File: src/rtl/read_serializer_if.sv
// Handshake bundle between a FIFO read port, the read serializer and its serial consumer.
// The master modport is the serializer's view; the slave modport is the surrounding FIFO/consumer.
interface read_serializer_if #(
    parameter int NUM_BIT  = 4,
    parameter int PAR_READ = 2
);
    logic [PAR_READ*NUM_BIT-1:0] fifo_dout;
    logic                        fifo_valid;
    logic                        fifo_ren;
    logic [NUM_BIT-1:0]          out_data;
    logic                        out_valid;
    logic                        out_ready;

    modport master (
        input  fifo_dout,
        input  fifo_valid,
        output fifo_ren,
        output out_data,
        output out_valid,
        input  out_ready
    );

    modport slave (
        output fifo_dout,
        output fifo_valid,
        input  fifo_ren,
        input  out_data,
        input  out_valid,
        output out_ready
    );
endinterface

File: src/rtl/read_serializer.sv
// Splits PAR_READ-item FIFO words into a serial item stream, lane 0 first, with no bubble between words.
// Optional feature: define SER_WORD_COUNT_EN to add a saturating 16-bit count of popped words.
module read_serializer #(
    parameter int NUM_BIT  = 4,
    parameter int PAR_READ = 2
) (
    input  logic               clk,
    input  logic               rst,
    input  logic               init,
    read_serializer_if.master  bus
`ifdef SER_WORD_COUNT_EN
    ,
    output logic [15:0]        word_count
`endif
);

    localparam int IDX_W = (PAR_READ > 1) ? $clog2(PAR_READ) : 1;
    localparam logic [IDX_W-1:0] LAST_IDX = IDX_W'(PAR_READ - 1);

    typedef enum logic {
        IDLE = 1'b0,
        SEND = 1'b1
    } state_t;

    state_t                      r_state;
    logic [PAR_READ*NUM_BIT-1:0] r_word;
    logic [IDX_W-1:0]            r_idx;

    logic                        w_last;
    logic                        w_xfer;
    logic                        w_ren;
    logic [NUM_BIT-1:0]          w_lane;

    assign w_last = (r_idx == LAST_IDX);
    assign w_xfer = (r_state == SEND) && bus.out_ready;

    // Pop in IDLE, or on the final-lane transfer so the next word follows without a gap.
    always_comb begin
        w_ren = 1'b0;
        if (!rst && !init) begin
            if (r_state == IDLE)
                w_ren = bus.fifo_valid;
            else
                w_ren = w_xfer && w_last && bus.fifo_valid;
        end
    end

    always_comb begin
        w_lane = '0;
        for (int k = 0; k < PAR_READ; k++) begin
            if (r_idx == IDX_W'(k))
                w_lane = r_word[k*NUM_BIT +: NUM_BIT];
        end
    end

    assign bus.fifo_ren  = w_ren;
    assign bus.out_valid = (r_state == SEND);
    assign bus.out_data  = (r_state == SEND) ? w_lane : '0;

    always_ff @(posedge clk or posedge rst) begin
        if (rst) begin
            r_state <= IDLE;
            r_word  <= '0;
            r_idx   <= '0;
        end else if (init) begin
            r_state <= IDLE;
            r_word  <= '0;
            r_idx   <= '0;
        end else begin
            case (r_state)
                IDLE: begin
                    if (w_ren) begin
                        r_word  <= bus.fifo_dout;
                        r_idx   <= '0;
                        r_state <= SEND;
                    end
                end
                SEND: begin
                    if (w_xfer) begin
                        if (!w_last) begin
                            r_idx <= r_idx + 1'b1;
                        end else if (bus.fifo_valid) begin
                            r_word <= bus.fifo_dout;
                            r_idx  <= '0;
                        end else begin
                            r_state <= IDLE;
                        end
                    end
                end
                default: r_state <= IDLE;
            endcase
        end
    end

`ifdef SER_WORD_COUNT_EN
    logic [15:0] r_word_count;

    always_ff @(posedge clk or posedge rst) begin
        if (rst)
            r_word_count <= '0;
        else if (init)
            r_word_count <= '0;
        else if (w_ren && (r_word_count != 16'hFFFF))
            r_word_count <= r_word_count + 16'd1;
    end

    assign word_count = r_word_count;
`endif

endmodule

File: src/flat_wrapper.sv
// flat-port wrapper written by rule: the top's interface ports become plain ports
module read_serializer_flat 
#(
    parameter int NUM_BIT  = 4,
    parameter int PAR_READ = 2
)
  (clk, rst, init, bus_fifo_dout, bus_fifo_valid, bus_fifo_ren, bus_out_data, bus_out_valid, bus_out_ready);
  read_serializer_if #(.NUM_BIT(NUM_BIT), .PAR_READ(PAR_READ)) bus_i ();
  input  logic clk;
  input  logic rst;
  input  logic init;
  input wire logic [$bits(bus_i.fifo_dout)-1:0] bus_fifo_dout;
  input wire logic [$bits(bus_i.fifo_valid)-1:0] bus_fifo_valid;
  output wire logic [$bits(bus_i.fifo_ren)-1:0] bus_fifo_ren;
  output wire logic [$bits(bus_i.out_data)-1:0] bus_out_data;
  output wire logic [$bits(bus_i.out_valid)-1:0] bus_out_valid;
  input wire logic [$bits(bus_i.out_ready)-1:0] bus_out_ready;
  assign bus_i.fifo_dout = bus_fifo_dout;
  assign bus_i.fifo_valid = bus_fifo_valid;
  assign bus_fifo_ren = bus_i.fifo_ren;
  assign bus_out_data = bus_i.out_data;
  assign bus_out_valid = bus_i.out_valid;
  assign bus_i.out_ready = bus_out_ready;
  read_serializer #(.NUM_BIT(NUM_BIT), .PAR_READ(PAR_READ)) u_core (.clk(clk), .rst(rst), .init(init), .bus(bus_i));
endmodule
File: config.mk
export PLATFORM = sky130hd
export DESIGN_NAME = read_serializer_flat
export DESIGN_NICKNAME = d
export VERILOG_FILES = /design/src/rtl/read_serializer_if.sv /design/src/rtl/read_serializer.sv /design/src/flat_wrapper.sv
export SDC_FILE = /design/constraint.sdc
export NUM_CORES = 1
export LEC_CHECK = 0
export ABC_AREA = 0
export CAP_MARGIN = 30
export CORE_MARGIN = 4
export CORE_UTILIZATION = 44
export DETAILED_ROUTE_END_ITERATION = 7
export GPL_TIMING_DRIVEN = 0
export PLACE_DENSITY = 0.76
export SLEW_MARGIN = 20
export SYNTH_ARGS = -nofsm -noshare
export SYNTH_HDL_FRONTEND = slang
export SYNTH_SLANG_ARGS = --single-unit
export TNS_END_PERCENT = 50
File: constraint.sdc
create_clock -name clk -period 1.5 [get_ports clk]
set_clock_uncertainty 0.15 [all_clocks]
set_input_delay 0.375 -clock clk [delete_from_list [all_inputs] [get_ports clk]]
set_output_delay 0.375 -clock clk [all_outputs]
set_load 0.1 [all_outputs]
==> impl_metrics.ini <==
[sta]
setup-violations-final = 14
worst_slack_ps = -489
maxSlewHeadroom_pct = 72.3
tightestPinTransition_ps = 415
period_share_pct = 133
timing.final.crit_period_ps = 1990
finalHoldWorstSlack_ps = 178
setup_tns_after_final_layout_ps = -2090
grt_setup_unrepaired = true
highest_clock_rate_ghz = 0.503
max_slew_violation_count = 0
hold_violations = 0

[pwr]
static-leakage-power_nw = 0.400
power.combinational.fraction_pct = 29.9
clockPowerShare_pct = 28.6
ir_worst_vdd_mv = 0.438
sw_frac_of_total_pct = 30.6
cell_internal_pwr_uw = 491
power_uw = 707
netSwitchingPower_uw = 216
power_density_of_the_placed_cells_mw_per_mm2 = 730
p_seq_share_pct = 41.4

[synthesis]
yosys.cell_count.top_type = nand2b_1
number_of_distinct_library_cells_after_synthesis = 14
syn_inst = 60
synthDominantCellAreaShare_pct = 41.2
synth_edf_count = 0
synth-warning-count = 0
ys_seq_elements = 10
mappedNetlistNets = 73
synth_area_sq_um = 608
synthDominantAreaCellType = dfrtp_1
post_synth.cell_area_avg_sq_um = 10.1
dominantRegCellSynth = dfrtp_1
synth-async-reset-ratio_pct = 100
most_numerous_cell_types_in_the_synthesized_netlist = 16 x nand2b_1, 12 x mux2i_1, 10 x dfrtp_1, 5 x nor2b_1, 3 x nand2_1
synthTopCellsByArea = dfrtp_1 41%, mux2i_1 20%, nand2b_1 16%, nor2b_1 5.1%, o31ai_4 3.5%
seq_area_frac_synth_pct = 41.2

[critical_path]
criticalPathCategory = register to output port
cp_required_ps = 970
critical_path.endpoint_type = output port
crit_path_start_kind = register
cp_max_fo = 5
cp_num_buf_inv = 2
critical_path.max_stage_delay_ps = 480
most_common_cell_on_crit_path = buf_6
critical_path.cell_chain = buf_6, a2111oi_4, buf_6
slowest_stage = dfrtp_4
worst_path_dominant_cell_family = flip-flops
timing.critical_path.arrival_ps = 1460

[placed_design]
post-place-cells = 92
pre_cts_setup_slack_ps = -1520
detailed_place_hpwl_um = 887
place.gp.congestion = 0.770
portBuffers = 17
detailed_place.area_sq_um = 833

[grt]
global_route.overflow_total = 0
maximum_number_of_pins_on_one_net_before_global_route_repair = 12
vias_in_the_first_global_route = 517
grt_antenna_before_repair = 0
global_route_wire_length_before_repair_um = 2220
track_usage_pct = 15.9

[finish]
fin_area_sq_um = 968
finish.utilization_pct = 74.4
drive_gt1_share_pct = 29.1
fillCellCount = 96
areaGrowthSynthToFinish_pct = 59.3
nets = 100
antenna-diode-count = 0
finalNonFillerCells = 101

[cts]
clkLatencyLatePin_ps = 270
cts_hold_buffers = 0
cts_made_buffers = 3
clock_tree_from_tritoncts = yes
clk_path_buf_depth = 2
cts_num_sinks = 10
cts_htree_levels = 1
clockRootBuffer = clkbuf_4
cts_clock_pin_slew_for_the_worst_setup_and_hold_paths_ps = 70

[detailed_routing]
route.detailed.vias_per_inst = 5.05
wl_per_cell_um = 13.7
drt.antenna.violating_nets = 0
dr.first_iter.drc_count = 6
dr.pass1.iters = 4
routed-via-count = 510
routed_wl_um = 1380
drc = 0

[job]
drv.max_cap_violation_count = 0

[run_status]
status = finished, violations left
failed_checks = setup timing

[worst_hold_path]
hold_path_class = primary input to asynchronous set/reset pin

[floorplan]
floorplan.die.height_um = 45.2
core_sq_mm = 0.00130
die_w_um = 45.2
design.die.area_sq_mm = 0.00204
starting_utilization_of_the_core_area_pct = 46.7
pin_count = 19
rows = 13
==> worst reg2reg max path, stage by stage, from the launching register on <==
cell     delay, ps
dfrtp_4        480
buf_4          160
buf_4          140
o31ai_4        200
buf_12         170
mux2i_1        190
==> power groups by stage <==
stage / Sequential, mW / Clock [mW] / Combinational (mW)
6_report: 0.293 / 0.202 / 0.212
5_1_grt: 0.294 / 0.223 / 0.225
4_1_cts: 0.293 / 0.207 / 0.204
3_5_place_dp: 0.300 / 0 / 0.177
3_3_place_gp: 0.299 / 0 / 0.175
2_1_floorplan: 0.314 / 0 / 0.105
==> registers in the layout, indices dropped and copies added, names as in the netlist <==
| signal | flops |
|---|---|
| u_core.r_word | 8 |
| u_core.bus.out_valid | 1 |
| u_core.r_idx | 1 |
==> cell families after synthesis <==
logic type | share of synthesized area (%)
buffers and inverters | 4.94
AND/OR/NAND/NOR | 24.5
AO/OA/AOI/OAI | 8.23
flip-flops | 41.2
multiplexers | 19.8
XOR/XNOR | 1.44
==> path summary, 6_finish.rpt <==
kind,slack (ps),to,cells past startpoint,from
max in group asynchronous,710,u_core.bus.out_valid,2,rst
min reg2reg,390,u_core.r_word[3],2,u_core.r_word[3]
min,180,u_core.r_word[0],2,rst
min in group clk,390,u_core.r_word[3],2,u_core.r_word[3]
max reg2reg,-60,u_core.r_word[3],5,u_core.bus.out_valid
max,-490,bus_fifo_ren,3,u_core.bus.out_valid
==> placed cells by master, fill, tap and decap left out, types with 2 or more instances in the layout <==
master and instances:
clkbuf_4 3, buf_12 6, dfrtp_1 9, dlygate4sd2_1 3
clkbuf_1 3, clkdlybuf4s50_1 8, o21ai_0 2, buf_4 4
nand2_1 2, buf_6 3, a21oi_1 2, nand2b_1 16
nor2b_2 4, mux2i_1 12
==> routing by layer <==
metal  up-vias  part of all wire [%]  track usage [%]
met1       238                    42             18.2
met3         5                   6.2             3.98
met4         0                   2.6             10.5
li1        251                     -                -
met2        16                    49             26.0
met5         -                     0                0
==> layout make-up <==
cell class	count	area [sq um]	area share (%)
Timing Repair Buffer	22	268	27.6
Inverter	2	7.51	0.775
Sequential cell	10	254	26.2
Multi-Input combinational cell	44	364	37.6
Clock buffer	4	26.3	2.71
Tap cell	15	18.8	1.94
Buffer	4	30.0	3.10
==> repair_timing <==
action	4_1_cts	5_1_grt
cloned	1	0
hold endpoints to repair	0	0
pin swaps	1	1
endpoints found under the setup margin	15	14
buffers inserted	3	1
resized for setup	59	1
Note: power is estimated with default switching activity, not from simulation.
